`src/rtl/multicycle_ctrl_pkg.sv`:
```
// Shared definitions for the multi-cycle sequencing controller: opcode map,
// ALU/PC/writeback select codes, FSM state codes and the instruction-class enum.
package ctrl_pkg;

    localparam logic [6:0] OP_R    = 7'b0110011;
    localparam logic [6:0] OP_I    = 7'b0010011;
    localparam logic [6:0] OP_LW   = 7'b0000011;
    localparam logic [6:0] OP_SW   = 7'b0100011;
    localparam logic [6:0] OP_B    = 7'b1100011;
    localparam logic [6:0] OP_JAL  = 7'b1101111;
    localparam logic [6:0] OP_JALR = 7'b1100111;
    localparam logic [6:0] OP_HALT = 7'b1111111;

    localparam logic [2:0] ALU_ADD = 3'b000;
    localparam logic [2:0] ALU_SUB = 3'b001;
    localparam logic [2:0] ALU_MUL = 3'b010;
    localparam logic [2:0] ALU_AND = 3'b011;
    localparam logic [2:0] ALU_OR  = 3'b100;
    localparam logic [2:0] ALU_SLL = 3'b101;

    localparam logic [1:0] PC_PLUS4 = 2'b00;
    localparam logic [1:0] PC_IMM   = 2'b01;
    localparam logic [1:0] PC_ALU   = 2'b10;

    localparam logic [1:0] WB_ALU = 2'b00;
    localparam logic [1:0] WB_MEM = 2'b01;
    localparam logic [1:0] WB_PC4 = 2'b10;

    localparam logic [2:0] ST_IDLE   = 3'd0;
    localparam logic [2:0] ST_FETCH  = 3'd1;
    localparam logic [2:0] ST_DECODE = 3'd2;
    localparam logic [2:0] ST_EXEC   = 3'd3;
    localparam logic [2:0] ST_MEM    = 3'd4;
    localparam logic [2:0] ST_WB     = 3'd5;
    localparam logic [2:0] ST_HALTED = 3'd6;
    localparam logic [2:0] ST_ERROR  = 3'd7;

    // Branches are split by condition so EXEC needs only the class and alu_zero.
    typedef enum logic [4:0] {
        CL_NONE    = 5'd0,
        CL_ADD     = 5'd1,
        CL_SUB     = 5'd2,
        CL_MUL     = 5'd3,
        CL_AND     = 5'd4,
        CL_OR      = 5'd5,
        CL_SLL     = 5'd6,
        CL_ADDI    = 5'd7,
        CL_SLLI    = 5'd8,
        CL_LW      = 5'd9,
        CL_SW      = 5'd10,
        CL_BEQ     = 5'd11,
        CL_BNE     = 5'd12,
        CL_BNT     = 5'd13,
        CL_JAL     = 5'd14,
        CL_JALR    = 5'd15,
        CL_HALT    = 5'd16,
        CL_ILLEGAL = 5'd17
    } instr_class_t;

    function automatic logic [2:0] class_alu_op(input instr_class_t cls);
        case (cls)
            CL_SUB, CL_BEQ, CL_BNE, CL_BNT: class_alu_op = ALU_SUB;
            CL_MUL:                         class_alu_op = ALU_MUL;
            CL_AND:                         class_alu_op = ALU_AND;
            CL_OR:                          class_alu_op = ALU_OR;
            CL_SLL, CL_SLLI:                class_alu_op = ALU_SLL;
            default:                        class_alu_op = ALU_ADD;
        endcase
    endfunction

    function automatic logic class_alu_src(input instr_class_t cls);
        case (cls)
            CL_ADDI, CL_SLLI, CL_LW, CL_SW, CL_JALR: class_alu_src = 1'b1;
            default:                                 class_alu_src = 1'b0;
        endcase
    endfunction

endpackage

```
`src/rtl/multicycle_ctrl_if.sv`:
```
// Memory-port and multiplier handshake between the controller and the datapath.
interface multicycle_ctrl_if;
    import ctrl_pkg::*;

    logic mem_req;
    logic mem_we;
    logic addr_sel;
    logic mem_ready;
    logic mul_start;
    logic mul_done;

    modport master (output mem_req, mem_we, addr_sel, mul_start,
                    input  mem_ready, mul_done);
    modport slave  (input  mem_req, mem_we, addr_sel, mul_start,
                    output mem_ready, mul_done);
endinterface

```
`src/rtl/multicycle_ctrl_instr_class_dec.sv`:
```
// Pure combinational opcode/func decode into instruction class and ALU op;
// shared between the single-cycle and multi-cycle builds.
module instr_class_dec
    import ctrl_pkg::*;
(
    input  logic [6:0]   opcode,
    input  logic [2:0]   func3,
    input  logic [6:0]   func7,
    output instr_class_t instr_class,
    output logic [2:0]   alu_op
);

    // Classify the instruction word; anything outside the subset is illegal.
    always_comb begin
        instr_class = CL_ILLEGAL;
        case (opcode)
            OP_R: begin
                case (func3)
                    3'b000: begin
                        case (func7)
                            7'b0000000: instr_class = CL_ADD;
                            7'b0100000: instr_class = CL_SUB;
                            7'b0000001: instr_class = CL_MUL;
                            default:    instr_class = CL_ILLEGAL;
                        endcase
                    end
                    3'b111:  instr_class = CL_AND;
                    3'b110:  instr_class = CL_OR;
                    3'b001:  instr_class = CL_SLL;
                    default: instr_class = CL_ILLEGAL;
                endcase
            end
            OP_I: begin
                case (func3)
                    3'b000:  instr_class = CL_ADDI;
                    3'b001:  instr_class = CL_SLLI;
                    default: instr_class = CL_ILLEGAL;
                endcase
            end
            OP_B: begin
                case (func3)
                    3'b000:  instr_class = CL_BEQ;
                    3'b001:  instr_class = CL_BNE;
                    default: instr_class = CL_BNT;
                endcase
            end
            OP_LW:   instr_class = CL_LW;
            OP_SW:   instr_class = CL_SW;
            OP_JAL:  instr_class = CL_JAL;
            OP_JALR: instr_class = CL_JALR;
            OP_HALT: instr_class = CL_HALT;
            default: instr_class = CL_ILLEGAL;
        endcase
    end

    assign alu_op = class_alu_op(instr_class);

endmodule

```
`src/rtl/multicycle_ctrl.sv`:
```
// Multi-cycle sequencing controller: FETCH/DECODE/EXEC/MEM/WB over a single
// shared memory port, with memory timeout and a retired-instruction counter.
module multicycle_ctrl
    import ctrl_pkg::*;
#(
    parameter int TIMEOUT = 255,
    parameter int CNT_W   = 32
) (
    input  logic              clk,
    input  logic              rst_n,
    multicycle_ctrl_if.master mem_bus,
    input  logic [6:0]        opcode,
    input  logic [2:0]        func3,
    input  logic [6:0]        func7,
    input  logic              alu_zero,
    output logic              ir_we,
    output logic              pc_we,
    output logic [1:0]        pc_sel,
    output logic              alu_src,
    output logic [2:0]        alu_op,
    output logic              reg_we,
    output logic [1:0]        wb_sel,
    output logic              halted,
    output logic              err,
    output logic [CNT_W-1:0]  instret
);

    localparam int                WAIT_W     = (TIMEOUT > 1) ? $clog2(TIMEOUT + 1) : 1;
    localparam logic [WAIT_W-1:0] WAIT_LIMIT = WAIT_W'(TIMEOUT);
    localparam logic [WAIT_W-1:0] WAIT_ONE   = WAIT_W'(1);
    localparam bit                TIMEOUT_EN = (TIMEOUT != 0);

    logic [2:0]        state_r, state_nxt;
    instr_class_t      class_r, dec_class;
    logic [2:0]        alu_op_r, dec_alu_op;
    logic [WAIT_W-1:0] wait_r;
    logic              mul_busy_r;
    logic [CNT_W-1:0]  instret_r;
    logic              mem_ready_s, mul_done_s, taken_s, retire_s;
    logic              mem_wait_s, timeout_s, wait_clr_s, wait_inc_s;
    logic              mem_req_s, mem_we_s, addr_sel_s, mul_start_s;

    instr_class_dec u_dec (
        .opcode      (opcode),
        .func3       (func3),
        .func7       (func7),
        .instr_class (dec_class),
        .alu_op      (dec_alu_op)
    );

    assign mem_ready_s = mem_bus.mem_ready;
    assign mul_done_s  = mem_bus.mul_done;
    assign mem_wait_s  = (state_r == ST_FETCH) || (state_r == ST_MEM);
    assign timeout_s   = TIMEOUT_EN && (wait_r == WAIT_LIMIT) && !mem_ready_s;
    assign wait_inc_s  = TIMEOUT_EN && mem_wait_s && !mem_ready_s;
    assign wait_clr_s  = (state_nxt != state_r) &&
                         ((state_nxt == ST_FETCH) || (state_nxt == ST_MEM));
    assign taken_s     = ((class_r == CL_BEQ) && alu_zero) ||
                         ((class_r == CL_BNE) && !alu_zero);

    // Next-state selection and retire strobe.
    always_comb begin
        state_nxt = state_r;
        retire_s  = 1'b0;
        case (state_r)
            ST_IDLE:   state_nxt = ST_FETCH;
            ST_FETCH: begin
                if (mem_ready_s)    state_nxt = ST_DECODE;
                else if (timeout_s) state_nxt = ST_ERROR;
                else                state_nxt = ST_FETCH;
            end
            ST_DECODE: begin
                if (dec_class == CL_ILLEGAL) state_nxt = ST_ERROR;
                else                         state_nxt = ST_EXEC;
            end
            ST_EXEC: begin
                case (class_r)
                    CL_MUL: begin
                        if (mul_done_s) state_nxt = ST_WB;
                        else            state_nxt = ST_EXEC;
                    end
                    CL_LW, CL_SW:           state_nxt = ST_MEM;
                    CL_BEQ, CL_BNE, CL_BNT: begin
                        state_nxt = ST_FETCH;
                        retire_s  = 1'b1;
                    end
                    CL_HALT: begin
                        state_nxt = ST_HALTED;
                        retire_s  = 1'b1;
                    end
                    default:                state_nxt = ST_WB;
                endcase
            end
            ST_MEM: begin
                if (mem_ready_s && (class_r == CL_SW)) begin
                    state_nxt = ST_FETCH;
                    retire_s  = 1'b1;
                end else if (mem_ready_s) begin
                    state_nxt = ST_WB;
                end else if (timeout_s) begin
                    state_nxt = ST_ERROR;
                end else begin
                    state_nxt = ST_MEM;
                end
            end
            ST_WB: begin
                state_nxt = ST_FETCH;
                retire_s  = 1'b1;
            end
            ST_HALTED: state_nxt = ST_HALTED;
            default:   state_nxt = ST_ERROR;
        endcase
    end

    // Control strobes decoded from state, latched class and alu_zero.
    always_comb begin
        mem_req_s   = 1'b0;
        mem_we_s    = 1'b0;
        addr_sel_s  = 1'b0;
        mul_start_s = 1'b0;
        ir_we       = 1'b0;
        pc_we       = 1'b0;
        pc_sel      = PC_PLUS4;
        alu_src     = 1'b0;
        alu_op      = ALU_ADD;
        reg_we      = 1'b0;
        wb_sel      = WB_ALU;
        halted      = 1'b0;
        err         = 1'b0;
        case (state_r)
            ST_FETCH: begin
                mem_req_s = 1'b1;
                ir_we     = mem_ready_s;
            end
            ST_EXEC: begin
                alu_op  = alu_op_r;
                alu_src = class_alu_src(class_r);
                case (class_r)
                    CL_MUL:                 mul_start_s = !mul_busy_r;
                    CL_BEQ, CL_BNE, CL_BNT: begin
                        pc_we  = 1'b1;
                        pc_sel = taken_s ? PC_IMM : PC_PLUS4;
                    end
                    default: ;
                endcase
            end
            ST_MEM: begin
                mem_req_s  = 1'b1;
                addr_sel_s = 1'b1;
                mem_we_s   = (class_r == CL_SW);
                pc_we      = (class_r == CL_SW) && mem_ready_s;
            end
            ST_WB: begin
                reg_we = 1'b1;
                pc_we  = 1'b1;
                case (class_r)
                    CL_LW:   wb_sel = WB_MEM;
                    CL_JAL: begin
                        wb_sel = WB_PC4;
                        pc_sel = PC_IMM;
                    end
                    CL_JALR: begin
                        wb_sel  = WB_PC4;
                        pc_sel  = PC_ALU;
                        alu_src = 1'b1;
                    end
                    default: ;
                endcase
            end
            ST_HALTED: halted = 1'b1;
            ST_ERROR:  err    = 1'b1;
            default: ;
        endcase
    end

    assign mem_bus.mem_req   = mem_req_s;
    assign mem_bus.mem_we    = mem_we_s;
    assign mem_bus.addr_sel  = addr_sel_s;
    assign mem_bus.mul_start = mul_start_s;
    assign instret           = instret_r;

    // FSM state, decode latch, memory wait counter, multiplier phase and instret.
    always_ff @(posedge clk or negedge rst_n) begin
        if (!rst_n) begin
            state_r    <= ST_IDLE;
            class_r    <= CL_NONE;
            alu_op_r   <= ALU_ADD;
            wait_r     <= '0;
            mul_busy_r <= 1'b0;
            instret_r  <= '0;
        end else begin
            state_r <= state_nxt;
            if (state_r == ST_DECODE) begin
                class_r  <= dec_class;
                alu_op_r <= dec_alu_op;
            end
            if (wait_clr_s)      wait_r <= '0;
            else if (wait_inc_s) wait_r <= wait_r + WAIT_ONE;
            // Marks every EXEC cycle after the first, so mul_start pulses once.
            mul_busy_r <= (state_r == ST_EXEC) && (state_nxt == ST_EXEC);
            if (retire_s) instret_r <= instret_r + CNT_W'(1);
        end
    end

endmodule
```
`src/flat_wrapper.sv`:
```
// flat-port wrapper written by rule: the top's interface ports become plain ports
module multicycle_ctrl_flat import ctrl_pkg::*;
#(
    parameter int TIMEOUT = 255,
    parameter int CNT_W   = 32
)
  (clk, rst_n, opcode, func3, func7, alu_zero, ir_we, pc_we, pc_sel, alu_src, alu_op, reg_we, wb_sel, halted, err, instret, mem_bus_mem_req, mem_bus_mem_we, mem_bus_addr_sel, mem_bus_mul_start, mem_bus_mem_ready, mem_bus_mul_done);
  multicycle_ctrl_if mem_bus_i ();
  input  logic clk;
  input  logic rst_n;
  input  logic [6:0] opcode;
  input  logic [2:0] func3;
  input  logic [6:0] func7;
  input  logic alu_zero;
  output logic ir_we;
  output logic pc_we;
  output logic [1:0] pc_sel;
  output logic alu_src;
  output logic [2:0] alu_op;
  output logic reg_we;
  output logic [1:0] wb_sel;
  output logic halted;
  output logic err;
  output logic [CNT_W-1:0] instret;
  output wire logic [$bits(mem_bus_i.mem_req)-1:0] mem_bus_mem_req;
  output wire logic [$bits(mem_bus_i.mem_we)-1:0] mem_bus_mem_we;
  output wire logic [$bits(mem_bus_i.addr_sel)-1:0] mem_bus_addr_sel;
  output wire logic [$bits(mem_bus_i.mul_start)-1:0] mem_bus_mul_start;
  input wire logic [$bits(mem_bus_i.mem_ready)-1:0] mem_bus_mem_ready;
  input wire logic [$bits(mem_bus_i.mul_done)-1:0] mem_bus_mul_done;
  assign mem_bus_mem_req = mem_bus_i.mem_req;
  assign mem_bus_mem_we = mem_bus_i.mem_we;
  assign mem_bus_addr_sel = mem_bus_i.addr_sel;
  assign mem_bus_mul_start = mem_bus_i.mul_start;
  assign mem_bus_i.mem_ready = mem_bus_mem_ready;
  assign mem_bus_i.mul_done = mem_bus_mul_done;
  multicycle_ctrl #(.TIMEOUT(TIMEOUT), .CNT_W(CNT_W)) u_core (.clk(clk), .rst_n(rst_n), .mem_bus(mem_bus_i), .opcode(opcode), .func3(func3), .func7(func7), .alu_zero(alu_zero), .ir_we(ir_we), .pc_we(pc_we), .pc_sel(pc_sel), .alu_src(alu_src), .alu_op(alu_op), .reg_we(reg_we), .wb_sel(wb_sel), .halted(halted), .err(err), .instret(instret));
endmodule
```
`config.mk`:
```
export PLATFORM = sky130hd
export DESIGN_NAME = multicycle_ctrl_flat
export DESIGN_NICKNAME = d
export VERILOG_FILES = /design/src/rtl/multicycle_ctrl_pkg.sv /design/src/rtl/multicycle_ctrl_if.sv /design/src/rtl/multicycle_ctrl_instr_class_dec.sv /design/src/rtl/multicycle_ctrl.sv /design/src/flat_wrapper.sv
export SDC_FILE = /design/constraint.sdc
export NUM_CORES = 1
export LEC_CHECK = 0
export ABC_CLOCK_PERIOD_IN_PS = 2850
export CORE_MARGIN = 2
export CORE_UTILIZATION = 35
export DETAILED_ROUTE_END_ITERATION = 8
export SYNTH_ARGS = -nofsm -noshare
export SYNTH_HDL_FRONTEND = slang
export SYNTH_SLANG_ARGS = --single-unit
```
`constraint.sdc`:
```
create_clock -name clk -period 2.85 [get_ports clk]
set_input_delay 0.57 -clock clk [delete_from_list [all_inputs] [get_ports clk]]
set_output_delay 0.57 -clock clk [all_outputs]
set_load 0.05 [all_outputs]
```
==> results.txt, run 1 <==
largest family of logic cells by synthesized area: simple AND/OR/NAND/NOR gates
Max Slew Vio Count: 0
routed len/inst: 14.4 um
worst-skew pair later-pin latency: 300 ps
arrival time worst endpoint: 2090 ps
grt met2 use: 0.267
Initial Utilization: 0.356
clk buf depth: 2
mux contribution to synthesized area: 0.0127
final setup fails: 0
Iteration-0 DRC Markers: 117
Final Hold Vio Count: 0
#FFs+latches synth: 52
commonest cells after routing, fill and taps aside: clkdlybuf4s50_1, dfrtp_1, nor2_1, xnor2_1, nand2_1
first drt pass iteration count: 4
slew margin rel.: 0.620
Slew @ Worst Pin: 566 ps
syn avg cell area: 9.31 um^2
clock-pin transition on the worst setup and hold timing paths: 90 ps
Worst Clk Skew: 6.15 ps
max incr delay on CP: 880 ps
Core Area: 0.00915 mm^2
worst hold slack: 242 ps
root buffer cell: clkbuf_8
RSZ-0062 raised after global routing: no
vias in the first global route: 2757
Worst R2R Path Depth: 7
# DRC: 0
Post-Syn Area: 0.00326 mm^2
largest net degree at the start of global routing: 53
Total Routing Usage GR: 0.161
Min-Delay Path Class: in -> async
busiest layer in global routing: met2
WP depth: 3
crit-path cells: nand2_1, nor2_2, clkdlybuf4s50_1
Final Cycle Share: 0.935
Buf+Inv Stages, Crit Path: 1
EDFF count, synth: 0
status: finished, final reports clean
Routed Antenna Nets: 0
first-pass GRT wire length: 13200 um
buffer count from post-CTS setup fixing: 0
FP Rows: 35
Fmax: 0.375 GHz
simple-gate share of the synthesized area: 0.281
worst path required time: 2280 ps
Post-synth top flop: dfrtp_1
Ports: 71
Die H: 100 um
post-DR vias/cell: 5.27
Post-synth ARST share: 1.00
setup tns final: 0 ps
crit path kind: reg -> out
M3 GR Usage: 0.0215
leakage power: 0.00178 uW
Cell variety after synth: 65
Max IR drop VDD: 0.000457 V
CTS tree: done
cts bufs inserted: 5
Top delay family on crit path: buffers and inverters
Die Wd: 100 um
warnings from Yosys: 0
Max-Cap Viols: 0
Synth Net Count: 378
placed cells: 541
CTS H-tree lvls: 2
crit start category: flip-flop
Critical Path Fanout Max: 8
Critical Path Source: u_core.state_r[2]$_DFF_PN0_
Pwr Total: 2930 uW
fillers: 888
Final Non-Filler Cells: 549
Worst setup EP type: output pin
Area Growth Syn to Fin: 33.3%
pre-CTS setup slack: -88.8 ps
pwr dens: 675 mW/mm^2
sequential area share after synthesis: 0.399
hold_buf cts: 0
DR vias: 2892
slowest CP cell: clkdlybuf4s50_1
DP HPWL: 6060 um
fraction of layout cells with a size suffix above 1: 0.144
Worst R2R Start: u_core.class_r[2]$_DFFE_PN0P_
die area: 0.0101 mm^2
gpl congestion: 0.842
CTS sink count: 52
M1 GR Usage: 0.218
post-route setup slack: 186 ps
XOR/XNOR share of the synthesized area: 0.105
Post-Route WL: 7930 um
Synth Area in Compound Gates: 0.139
gr ovfl total: 0
n_diodes: 0
adder-cell area share of the yosys netlist: 0.0230
Syn Inst Count: 350
antenna violations before repair: 0
fin nets: 465
Buffers on Ports: 70
min Tclk post-route: 2660 ps
leading cell type in the layout, fill and taps excluded: clkdlybuf4s50_1
## worst register-to-register path: cells and delay by family (launching register included)
family | cells | cell delay, ps
AND/OR/NAND/NOR | 2 | 710
XOR/XNOR | 1 | 150
buffers and inverters | 1 | 180
AO/OA/AOI/OAI | 3 | 750
flip-flops | 1 | 400
## where the power goes
group | switching (uW) | internal, uW | leakage (uW)
registers | 198 | 860 | 0.000692
clock network | 242 | 198 | 0.0000445
logic | 866 | 569 | 0.00104
## timing repair
item,in CTS,in global routing
endpoints found under the hold margin,0,0
setup endpoints to repair,0,2
resized for setup,0,3
## sequential cells by signal (all words and copies together), names as in the netlist
| signal | count |
|---|---|
| u_core.state_r | 3 |
| u_core.mul_busy_r | 1 |
| u_core.class_r | 5 |
| u_core.wait_r | 8 |
| u_core.instret | 32 |
| u_core.alu_op_r | 3 |
## synth_stat cells (all sizes together) (8+ instances only)
cell type	number	area share
nand3	24	0.037
dfrtp	52	0.40
inv	11	0.013
o21ai	8	0.013
nand4	14	0.027
nor3	10	0.015
a21oi	16	0.026
nor2	38	0.044
nand2	26	0.030
xnor2	31	0.083
xor2	8	0.022
and3	10	0.022
## worst paths after layout
check                                                 end  slack (ps)
max in group asynchronous     u_core.state_r[1]$_DFF_PN0_        2360
hold reg to reg            u_core.instret[31]$_DFFE_PN0P_         470
hold / removal              u_core.instret[6]$_DFFE_PN0P_         240
setup reg to reg           u_core.instret[31]$_DFFE_PN0P_         580
setup / recovery                                   reg_we         190
min in group clk           u_core.instret[31]$_DFFE_PN0P_         470
## per-layer routing
metal  share of wire  wire length [um]  vias to the layer above
li1                -                 -                     1435
met1            0.47              3700                     1359
met2            0.47              3740                       87
met3           0.044               346                       11
met4           0.018               142                        0
met5               0                 0                        -
## stage by stage
stage,area (um^2),utilization
3_5_place_dp,4240,0.464
4_1_cts,4340,0.474
3_3_place_gp,4240,0.464
2_1_floorplan,3260,-
5_1_grt,4340,0.475
6_report,4340,0.475
## kinds of logic (layout without fill, tap and decap cells)
family	count (synthesis)	count (layout)
AO/OA/AOI/OAI	58	58
XOR/XNOR	39	39
adder cells (fa/ha/maj)	6	6
buffers and inverters	23	111
flip-flops	52	52
multiplexers	4	4
AND/OR/NAND/NOR	168	168
## cell type report
class                   count  area, um^2  area share
multi-input cells         275        1830       0.422
inverters                  11        41.3     0.00950
clock buffers               7        86.3      0.0199
repair buffers             92         936       0.215
well taps                 111         139      0.0320
flip-flops and latches     52        1300       0.300
clock inverters             1        7.51     0.00173
Power figures use the tool's default switching activity.
==> run 2, diff against run 1 <==
--- a/config.mk
+++ b/config.mk
@@ -5,10 +5,12 @@
 export SDC_FILE = /design/constraint.sdc
 export NUM_CORES = 1
 export LEC_CHECK = 0
-export ABC_CLOCK_PERIOD_IN_PS = 2850
+export ABC_CLOCK_PERIOD_IN_PS = 2100
 export CORE_MARGIN = 2
-export CORE_UTILIZATION = 35
+export CORE_UTILIZATION = 40
 export DETAILED_ROUTE_END_ITERATION = 8
+export PLACE_DENSITY = 0.68
+export SETUP_SLACK_MARGIN = 0.05
 export SYNTH_ARGS = -nofsm -noshare
 export SYNTH_HDL_FRONTEND = slang
 export SYNTH_SLANG_ARGS = --single-unit
==> constraint.sdc (replaced) <==
create_clock -name clk -period 2.1 [get_ports clk]
set_input_delay 0.42 -clock clk [delete_from_list [all_inputs] [get_ports clk]]
set_output_delay 0.42 -clock clk [all_outputs]
set_load 0.05 [all_outputs]
==> run 2 against run 1 <==
- the run now ends with setup timing left
- cell area increased by 37%
- sequential share of layout area decreased by 7.9 points
- global-route usage increased by 6.9 points
- combinational power increased to 2.8 times the previous value
- highest routed layer unchanged
- count of clock-buffer cells in the layout decreased by 2
- largest cell class unchanged
- hold slack got worse by 170 ps
- clock skew increased by 3.0 ps
==> results.txt, run 2 (synthesis results as in run 1) <==
root buffer cell: clkbuf_8
Final Hold Vio Count: 0
antenna violations before repair: 0
pre-CTS setup slack: -602 ps
fillers: 495
leading cell type in the layout, fill and taps excluded: buf_4
Max IR drop VDD: 0.000776 V
fraction of layout cells with a size suffix above 1: 0.503
gr ovfl total: 0
RSZ-0062 raised after global routing: yes
Die Wd: 94.3 um
routed len/inst: 18.1 um
Iteration-0 DRC Markers: 162
DR vias: 3508
Critical Path Fanout Max: 5
commonest cells after routing, fill and taps aside: buf_4, dfrtp_1, buf_6, xnor2_1, clkdlybuf4s50_1
slew margin rel.: 0.642
combinational power share: 0.664
Final Cycle Share: 1.12
pwr dens: 1020 mW/mm^2
die area: 0.00888 mm^2
clk buf depth: 2
Worst Clk Skew: 9.16 ps
clock-pin transition on the worst setup and hold timing paths: 110 ps
Total Routing Usage GR: 0.230
cts bufs inserted: 5
Initial Utilization: 0.417
RR Endpoint: u_core.instret[21]$_DFFE_PN0P_
Routed Antenna Nets: 0
Buf+Inv Stages, Crit Path: 3
Min-Delay Path Class: in -> async
Pwr Total: 6030 uW
Slew @ Worst Pin: 535 ps
Top delay family on crit path: simple AND/OR/NAND/NOR gates
Worst setup EP type: output pin
DP HPWL: 6510 um
area of the multi-input gates: 0.00252 mm^2
Max Slew Vio Count: 0
Ports: 71
slowest CP cell: dfrtp_2
arrival time worst endpoint: 1930 ps
post-DR vias/cell: 5.56
worst path required time: 1680 ps
Fmax: 0.425 GHz
max incr delay on CP: 450 ps
most frequent CP cell: buf_6
Max-Cap Viols: 0
Worst R2R Path Depth: 9
Clk pwr share: 0.105
Critical Path Source: u_core.state_r[0]$_DFF_PN0_
Net Sw Frac: 0.448
status: finished, violations left
first drt pass iteration count: 4
post-route setup slack: -252 ps
# DRC: 0
vias in the first global route: 3346
hold_buf cts: 0
register area: 0.00131 mm^2
max reg flops: 32
Core Area: 0.00781 mm^2
crit path kind: reg -> out
worst-skew pair later-pin latency: 330 ps
Buffers on Ports: 70
CTS H-tree lvls: 2
gpl congestion: 0.984
largest net degree at the start of global routing: 53
Die H: 94.3 um
setup tns final: -1220 ps
leakage power: 0.00271 uW
final setup fails: 29
min Tclk post-route: 2350 ps
crit-path cells: buf_6, nand3b_1, buf_6, nor3_4, a21oi_2, nor3b_2, a31oi_2, nor2_4, buf_12
failing checks: setup timing
FP Rows: 32
first-pass GRT wire length: 16200 um
worst hold slack: 72.8 ps
Area Growth Syn to Fin: 82.2%
Worst R2R Start: u_core.class_r[3]$_DFFE_PN0P_
Finished Core Util: 0.760
n_diodes: 0
worst reg-to-reg setup slack: -60 ps
fin nets: 556
Post-Route WL: 11400 um
Internal Power: 3330 uW
Sw Pwr: 2710 uW
CTS tree: done
share of total power in sequential cells: 0.231
crit start category: flip-flop
CTS sink count: 52
run 2: cell count changes in the layout (fill, tap and decap cells not counted), sizes merged:
cell | previous run | this run
clkbuf | 7 | 12
clkdlybuf4s50 | 57 | 21
buf | 34 | 134
dlymetal6s2s | 1 | 12
inv | 11 | 12
clkinv | 0 | 1
dlygate4sd2 | 0 | 4
clkdlybuf4s15 | 0 | 5
run 2: what timing repair did:
action | 4_1_cts | 5_1_grt
endpoints found under the setup margin | 33 | 63
cloned | 0 | 2
buffers inserted | 30 | 18
pin swaps | 32 | 50
resized for setup | 98 | 120
run 2: stage by stage:
step           cells  area [um^2]
4_1_cts          614         5360
6_report         631         5940
2_1_floorplan    350         3350
5_1_grt          631         5940
3_5_place_dp     578         4790
3_3_place_gp     578         4790
run 2: final cells by class:
class	instances	area share
flip-flops and latches	52	0.221
repair buffers	183	0.310
clock buffers	5	0.0116
clock inverters	3	0.00464
multi-input cells	275	0.424
inverters	11	0.00738
well taps	102	0.0215
run 2: power groups by stage:
stage               clock [uW]  sequential (uW)  combinational [uW]
finish                     635             1390                4010
CTS                        632             1350                3250
global route               677             1410                4190
detailed placement           0             1380                2500
global placement             0             1370                2470
floorplan                    0             1520                1320
run 2: worst max path at each step:
| stage | to | slack, ps | cells after the start |
|---|---|---|---|
| 5_1_grt | pc_sel[0] | -320 | 9 |
| 6_report | pc_sel[0] | -250 | 9 |
| 2_1_floorplan | pc_sel[1] | -520 | 3 |
| 3_5_place_dp | u_core.alu_op_r[0]$_DFFE_PN0P_ | -600 | 9 |
| 3_3_place_gp | u_core.alu_op_r[0]$_DFFE_PN0P_ | -440 | 9 |
| 4_1_cts | pc_sel[0] | -160 | 9 |
run 2: routing by layer:
layer	global-route usage	up-vias	routed length (um)
li1	-	1628	-
met1	0.289	1742	4580
met5	0	-	0
met4	0.0761	0	257
met3	0.0401	21	472
met2	0.399	117	6130
